[config.mk]
export PLATFORM = sky130hd
export DESIGN_NAME = cell_bist_stim4
export DESIGN_NICKNAME = d
export VERILOG_FILES = /design/src/rtl/cell_bist_pkg.sv /design/src/rtl/cell_bist_misr.sv /design/src/rtl/cell_bist_stim4.sv
export SDC_FILE = /design/constraint.sdc
export NUM_CORES = 1
export LEC_CHECK = 0
export BUFFER_PORTS_ARGS = -buffer_cell sky130_fd_sc_hd__buf_2
export CAP_MARGIN = 25
export CORE_MARGIN = 5
export CORE_UTILIZATION = 50
export DETAILED_ROUTE_END_ITERATION = 10
export PLACE_DENSITY = 0.85
export SYNTH_ARGS = -nofsm -noshare
export SYNTH_HDL_FRONTEND = slang
export SYNTH_SLANG_ARGS = --single-unit
[constraint.sdc]
create_clock -name CLK -period 1.6 [get_ports CLK]
set_clock_uncertainty 0.1 [all_clocks]
set_input_delay 0.32 -clock CLK [delete_from_list [all_inputs] [get_ports CLK]]
set_output_delay 0.32 -clock CLK [all_outputs]
set_load 0.05 [all_outputs]
[src/rtl/cell_bist_pkg.sv]
// Shared definitions for the 4-input complex-cell BIST driver/compactor.
// Holds the FSM state encoding, MISR geometry and the stimulus ordering.
// Optional feature macro: CELL_BIST_GRAY_EN (Gray-ordered stimulus vectors).
package cell_bist_pkg;

    typedef enum logic [1:0] {
        ST_IDLE,
        ST_SETTLE,
        ST_SAMPLE,
        ST_FIN
    } state_t;

    localparam int unsigned MISR_W    = 16;
    localparam logic [MISR_W-1:0] MISR_TAPS = 16'hB400;  // bits 15,13,12,10
    localparam int unsigned VEC_W     = 4;

    // Maps the pattern counter onto the {A1,A2,B,C} stimulus vector.
    function automatic logic [VEC_W-1:0] vec_of(input logic [VEC_W-1:0] cnt);
`ifdef CELL_BIST_GRAY_EN
        return cnt ^ (cnt >> 1);
`else
        return cnt;
`endif
    endfunction

endpackage

[src/rtl/cell_bist_misr.sv]
// 16-bit single-input MISR used to compact the cell's ZN response.
// Ports:
//   clk, rst  - clock, asynchronous active-high reset (loads SEED)
//   load      - synchronous reload with SEED
//   en        - shift in din this cycle
//   din       - serial response bit
//   sig       - current signature
//   sig_next  - signature after an enabled shift (combinational)
module cell_bist_misr
    import cell_bist_pkg::*;
#(
    parameter logic [MISR_W-1:0] SEED = '0
) (
    input  logic              clk,
    input  logic              rst,
    input  logic              load,
    input  logic              en,
    input  logic              din,
    output logic [MISR_W-1:0] sig,
    output logic [MISR_W-1:0] sig_next
);

    logic fb;

    assign fb       = ^(sig & MISR_TAPS);
    assign sig_next = {sig[MISR_W-2:0], fb ^ din};

    always_ff @(posedge clk or posedge rst) begin
        if (rst) begin
            sig <= SEED;
        end else if (load) begin
            sig <= SEED;
        end else if (en) begin
            sig <= sig_next;
        end
    end

endmodule

[src/rtl/cell_bist_stim4.sv]
// BIST driver/compactor for one 4-input complex cell (aoi211, oai211, ...).
// Walks all 16 input combinations onto A1/A2/B/C, holds each for SETTLE_CYC
// cycles, compacts ZN into a 16-bit MISR and compares against GOLD.
// Optional feature macro: CELL_BIST_GRAY_EN (Gray-ordered vectors).
// Ports:
//   CLK, RST       - clock, asynchronous active-high reset
//   START          - run request, honoured only in IDLE
//   GOLD           - expected signature, sampled on entry to FIN
//   ZN             - response of the cell under test
//   A1, A2, B, C   - stimulus to the cell (vector bit 3 = A1, bit 0 = C)
//   BUSY           - run in progress
//   DONE           - one-cycle end-of-run pulse
//   SIG            - MISR signature
//   PASS           - registered SIG==GOLD result
module cell_bist_stim4
    import cell_bist_pkg::*;
#(
    parameter int unsigned       SETTLE_CYC = 2,
    parameter logic [MISR_W-1:0] SEED       = 16'h0000
) (
    input  logic              CLK,
    input  logic              RST,
    input  logic              START,
    input  logic [MISR_W-1:0] GOLD,
    input  logic              ZN,
    output logic              A1,
    output logic              A2,
    output logic              B,
    output logic              C,
    output logic              BUSY,
    output logic              DONE,
    output logic [MISR_W-1:0] SIG,
    output logic              PASS
);

    localparam logic [3:0]       SETTLE_LAST = 4'(SETTLE_CYC - 1);
    localparam logic [VEC_W-1:0] CNT_LAST    = '1;

    state_t            state_q, state_d;
    logic [VEC_W-1:0]  cnt_q;
    logic [3:0]        scnt_q;
    logic [VEC_W-1:0]  vec_q;
    logic              busy_q, done_q, pass_q;
    logic              misr_load, misr_en;
    logic [MISR_W-1:0] misr_next;

    cell_bist_misr #(.SEED(SEED)) u_misr (
        .clk      (CLK),
        .rst      (RST),
        .load     (misr_load),
        .en       (misr_en),
        .din      (ZN),
        .sig      (SIG),
        .sig_next (misr_next)
    );

    always_comb begin
        state_d   = state_q;
        misr_load = 1'b0;
        misr_en   = 1'b0;
        case (state_q)
            ST_IDLE: begin
                if (START) begin
                    state_d   = ST_SETTLE;
                    misr_load = 1'b1;
                end
            end
            ST_SETTLE: begin
                if (scnt_q == SETTLE_LAST) state_d = ST_SAMPLE;
            end
            ST_SAMPLE: begin
                misr_en = 1'b1;
                state_d = (cnt_q == CNT_LAST) ? ST_FIN : ST_SETTLE;
            end
            ST_FIN: begin
                state_d = ST_IDLE;
            end
            default: state_d = ST_IDLE;
        endcase
    end

    // Vector, BUSY, DONE and PASS are updated on the edge that enters the
    // next state, so each settles exactly on the first cycle of that state.
    // PASS compares the post-shift signature, valid from the DONE cycle.
    always_ff @(posedge CLK or posedge RST) begin
        if (RST) begin
            state_q <= ST_IDLE;
            cnt_q   <= '0;
            scnt_q  <= '0;
            vec_q   <= '0;
            busy_q  <= 1'b0;
            done_q  <= 1'b0;
            pass_q  <= 1'b0;
        end else begin
            state_q <= state_d;
            case (state_q)
                ST_IDLE: begin
                    if (START) begin
                        cnt_q  <= '0;
                        scnt_q <= '0;
                        vec_q  <= vec_of('0);
                        busy_q <= 1'b1;
                        pass_q <= 1'b0;
                    end
                end
                ST_SETTLE: begin
                    scnt_q <= (scnt_q == SETTLE_LAST) ? '0 : scnt_q + 4'd1;
                end
                ST_SAMPLE: begin
                    if (cnt_q == CNT_LAST) begin
                        busy_q <= 1'b0;
                        done_q <= 1'b1;
                        pass_q <= (misr_next == GOLD);
                    end else begin
                        cnt_q <= cnt_q + 1'b1;
                        vec_q <= vec_of(cnt_q + 1'b1);
                    end
                end
                ST_FIN: begin
                    done_q <= 1'b0;
                end
                default: ;
            endcase
        end
    end

    assign {A1, A2, B, C} = vec_q;
    assign BUSY = busy_q;
    assign DONE = done_q;
    assign PASS = pass_q;

endmodule

# Word level (Yosys, flattened, before mapping)
# Cells that the tools add are included.
dict set report classes {
  n_reduce_logical 11
  eq_ne 10
  muxes 22
  n_bitwise 1
  addsub 2
}
# cell n
set ops {}
lappend ops {{16-bit 2-to-1 mux} 2}
lappend ops {{16-bit equality test} 1}
lappend ops {{4-bit one-hot mux with 2 select lines} 2}
lappend ops {{16-bit XOR reduction} 1}
lappend ops {{4-bit 2-to-1 mux} 3}
lappend ops {{4-bit by 1-bit adder with 4-bit output (second input constant)} 2}
lappend ops {{1-bit 2-to-1 mux} 8}
lappend ops {{2-bit inequality test (second input constant)} 4}
lappend ops {{2-bit one-hot mux with 4 select lines} 1}
lappend ops {{2-bit nonzero test} 4}
lappend ops {{2-bit 2-to-1 mux} 3}
lappend ops {{1-bit one-hot mux with 2 select lines} 3}
lappend ops {{2-bit AND reduction} 3}
lappend ops {{3-bit AND reduction} 2}
lappend ops {{2-bit equality test (second input constant)} 2}
lappend ops {{4-bit by 1-bit equality test with 1-bit output (second input constant)} 1}
lappend ops {{4-bit equality test (second input constant)} 1}
lappend ops {{2-bit by 1-bit equality test with 1-bit output (second input constant)} 1}
lappend ops {{2-bit zero test} 1}
lappend ops {{1-bit XOR} 1}
dict set report totals {
  regBits 29
  word_cells 53
}

# Depth between registers and ports, before layout
dict set report logic_depth {
  depth_word 5
  mapped_depth 5
}

# By module
# A second synthesis with hierarchy kept.
dict set report hier_totals {
  hier_cells 158
  hier_area_um2 1629.1
}
# module cells_per_inst instances area_per_inst_um2 seq_area_each_um2
set by_module_without_submodules {}
lappend by_module_without_submodules {cell_bist_misr 74 1 823.3 400.4}
lappend by_module_without_submodules {cell_bist_stim4 84 1 805.8 325.3}

# Least setup slack after synthesis
# No wires, ideal clock.
dict set report synth_timing {
  kind {flip-flop to flip-flop}
  from {reg u_misr.sig[12]}
  to {reg pass_q (netlist: PASS)}
  arrival_time_ns 1.634
  required_ns 1.408
  path_buffers 0
  period_less_slack_ns 1.826
  path_stages_with_launch 5
  setup_slack_ns -0.226
  cell_sequence {dfrtp_1 > xnor3_1 > xnor2_2 > xnor2_1 > o31ai_2}
}
dict set report synth_between {
  elab_chain_len 5
}
# element line
set synth_rtl {}
lappend synth_rtl {{start, declared} cell_bist_misr.sv:19} ;# output logic [MISR_W-1:0] sig,
lappend synth_rtl {{start signal, assigned} cell_bist_misr.sv:34} ;# sig <= sig_next;
lappend synth_rtl {{16-bit XOR reduction} cell_bist_misr.sv:25} ;# assign fb = ^(sig & MISR_TAPS);
lappend synth_rtl {{1-bit XOR} cell_bist_misr.sv:26} ;# assign sig_next = {sig[MISR_W-2:0], fb ^ din};
lappend synth_rtl {{16-bit equality test *} cell_bist_stim4.sv:113} ;# pass_q <= (misr_next == GOLD);
lappend synth_rtl {{1-bit 2-to-1 mux *} cell_bist_stim4.sv:110} ;# if (cnt_q == CNT_LAST) begin
lappend synth_rtl {{1-bit one-hot mux with 2 select lines *} cell_bist_stim4.sv:96} ;# case (state_q)
lappend synth_rtl {{end signal, assigned} cell_bist_stim4.sv:113}
lappend synth_rtl {{end, declared} cell_bist_stim4.sv:43} ;# logic busy_q, done_q, pass_q;
# Mark *: on every way between the ends. The rest lies on a longest branch, timed or not. The select of a mux whose other input is x is not followed.
# A chain may end at the register's enable or synchronous reset.

# Worst setup path after layout
dict set report layout_timing {
  from {reg vec_q[3]}
  to {out A1}
}
# element line
set layout_lines {}
lappend layout_lines {{start, declared} cell_bist_stim4.sv:42} ;# logic [VEC_W-1:0] vec_q;
lappend layout_lines {{start signal, assigned} cell_bist_stim4.sv:101} ;# vec_q <= vec_of('0);
lappend layout_lines {{start signal, assigned} cell_bist_stim4.sv:116} ;# vec_q <= vec_of(cnt_q + 1'b1);
lappend layout_lines {{end, declared} cell_bist_stim4.sv:26} ;# output logic A1,
# No word-level cell between the ends.

==> out/metrics.yaml <==
synth_most_common_cell: "dfrtp_1"
slew_viol_final: 0
setup_tns_ns: 0
synth_cells: 125
place.gp.congestion: 0.841
routed_wl_um: 3420
cpMaxStageDelayCell: "dfrtp_1"
synth_common_cells: "dfrtp_1 (29), xor2_1 (15), a22o_1 (14), nand2_1 (10), o21ai_0 (5)"
critPathRequiredTime_ns: 1.18
clk_latency_ns: 0.32
whs_ns: 0.222
hold_viol_final: 0
grt_pass1_vias: 1218
ys_ff_latch: 29
synth-edff-count: 0
path_cells: "clkbuf_4"
grtUsageTotal_pct: 17.7
viasPerCell: 5.72
cp_top_family: "flip-flops"
drive_above_1_share_pct: 39.5
cp_num_buf_inv: 1
clockBufferDepth: 2
rrSetupSlack_ns: 0.06
num_antenna_cells: 0
setup_viol: 0
die_h_um: 63.5
route.detailed.wl_per_inst_um: 16.4
die_w_um: 63.5
grt_pass1_wl_um: 5710
relSlewSlack_pct: 75.6
outcome: "finished clean"
rows: 19
core_area_sq_mm: 0.00276
ys.flop_type: "dfrtp_1"
ir_drop_mv: 1.33
hp-class: "in -> reg"
synth.distinct_cells: 34
dr.first_iter.drc_count: 30
clock.fmax_mhz: 645
clock-sinks: 29
start_kind: "flop"
cts_tree: "built"
dieArea_sq_mm: 0.00403
post-route-drc-count: 0
rsz0062_at_grt: "true"
htreeDepth: 2
ys_seq_area_share_pct: 50.7
max_stage_delay_ns: 0.51
min_from: "GOLD[0]"
globalRoute.totalOverflow: 0
finalCritPeriodShare_pct: 96.9
crit_fanout: 8
drtPass1Iterations: 4
synth_warnings: 0
reg2regPathDepth: 4
drv_cap: 0
rr_endpoint: "PASS"
worstSetupEndpointType: "primary output"
yosysTopAreaCell: "dfrtp_1"
worst_pin_slew_ns: 0.366
cts_buffers: 5
r2r-start: "u_misr.sig[12]"
post-route-util_pct: 65.8
clk_pin_slew_ns: 0.09
grt_max_degree: 30
area_growth_pct: 26.9
cellLeakagePower_nw: 0.953
yosys-top-cells-area: "dfrtp_1 (51%), xor2_1 (9.2%), a22o_1 (8.6%)"
whs_path_depth: 3
crit_arrival_ns: 1.13
yosysTopAreaCellShare_pct: 50.7
start_util_pct: 51.9
hold_path_end: "PASS"
fillCellCount: 230
layout.nets: 199
power.density_mw_per_mm2: 1430
synthArstFlopShare_pct: 100
root_buffer: "clkbuf_4"
period_minus_slack_ns: 1.55
synth_nets: 148
place.detailed.hpwl_um: 2420
final_antenna_net_count: 0
vias: 1189
path_class: "reg -> out"
port_buffers: 42
synth.avg_cell_area_sq_um: 11.4
antenna_found_initial: 0
syn_area_sq_mm: 0.00143
power_w: 0.00259
post-cts-setup-buffers: 0
ios: 43
how the worst max path moves through the flow:
stage,from,depth (start not counted),endpoint
floorplan,u_misr.sig[12],4,PASS
global placement,vec_q[1],4,vec_q[1]
CTS,vec_q[1],4,vec_q[1]
finish,vec_q[3],1,A1
global route,u_misr.sig[12],4,PASS
detailed placement,vec_q[1],4,vec_q[1]
flip-flops by register name, summed over array words and instances (netlist names):
register,count
BUSY,1
DONE,1
PASS,1
scnt_q,4
state_q,2
u_misr.sig,16
vec_q,4
area by class of cell:
class / instances / area, sq um / area share, %
repair buffers: 49 / 268 / 14.7
multi-input cells: 88 / 694 / 38.2
clock inverters: 1 / 5.00 / 0.276
inverters: 3 / 11.3 / 0.620
well taps: 31 / 38.8 / 2.14
clock buffers: 7 / 65.1 / 3.58
flip-flops and latches: 29 / 733 / 40.4
kinds of logic (layout without fill, tap and decap cells):
| family | Yosys count | in the layout | share of synthesized area (%) |
|---|---|---|---|
| AOI/OAI and AO/OA | 36 | 36 | 20.2 |
| xor gates and xnor gates | 19 | 19 | 13.1 |
| adders and majority gates | 3 | 3 | 2.62 |
| buffers and inverters | 8 | 60 | 2.36 |
| DFF | 29 | 29 | 50.7 |
| muxes | 1 | 1 | 0.700 |
| and+or+nand+nor | 29 | 29 | 10.2 |
worst min-delay path, delay by kind of cell:
kind	cells	cell delay, ns
xor gates and xnor gates	1	0.14
buffers and inverters	1	0.09
AOI/OAI and AO/OA	1	0.06
what timing repair did:
item | 4_1_cts | 5_1_grt
hold buffers | 1 | 0
setup endpoints to repair | 0 | 4
gates resized for setup | 0 | 6
endpoints found under the hold margin | 29 | 0
routing by layer:
layer | global-route usage [%] | wire (um)
met5 | 0 | 0
met4 | 7.01 | 36
met3 | 5.86 | 292
met2 | 30.2 | 1770
met1 | 20.2 | 1320
power by group:
group	switching [W]	total [W]	leakage [nW]	internal, W
sequential	0.000169	0.00103	0.381	0.000862
combinational	0.000694	0.00105	0.530	0.000359
clock	0.000251	0.000506	0.0413	0.000254
metrics by stage:
| step | worst slack, ns | cell area (sq um) | instances |
|---|---|---|---|
| floorplan | -0.0494 | 1440 | 125 |
| finish | 0.0496 | 1820 | 208 |
| global route | -0.0463 | 1820 | 208 |
| global placement | 0.101 | 1710 | 199 |
| detailed placement | 0.0273 | 1710 | 199 |
| CTS | 0.0124 | 1790 | 208 |
cell usage in the layout, fill, tap and decap left out, types with 3 or more instances in the layout:
master	instances
a21o_1	3
a22o_1	14
buf_2	41
buf_4	6
clkbuf_4	6
dfrtp_1	23
dfrtp_2	6
inv_1	3
nand2_1	10
nand2b_1	3
nor2_1	4
nor4_1	3
o21ai_0	5
xor2_1	15
Note: power is estimated with default switching activity, not from simulation.
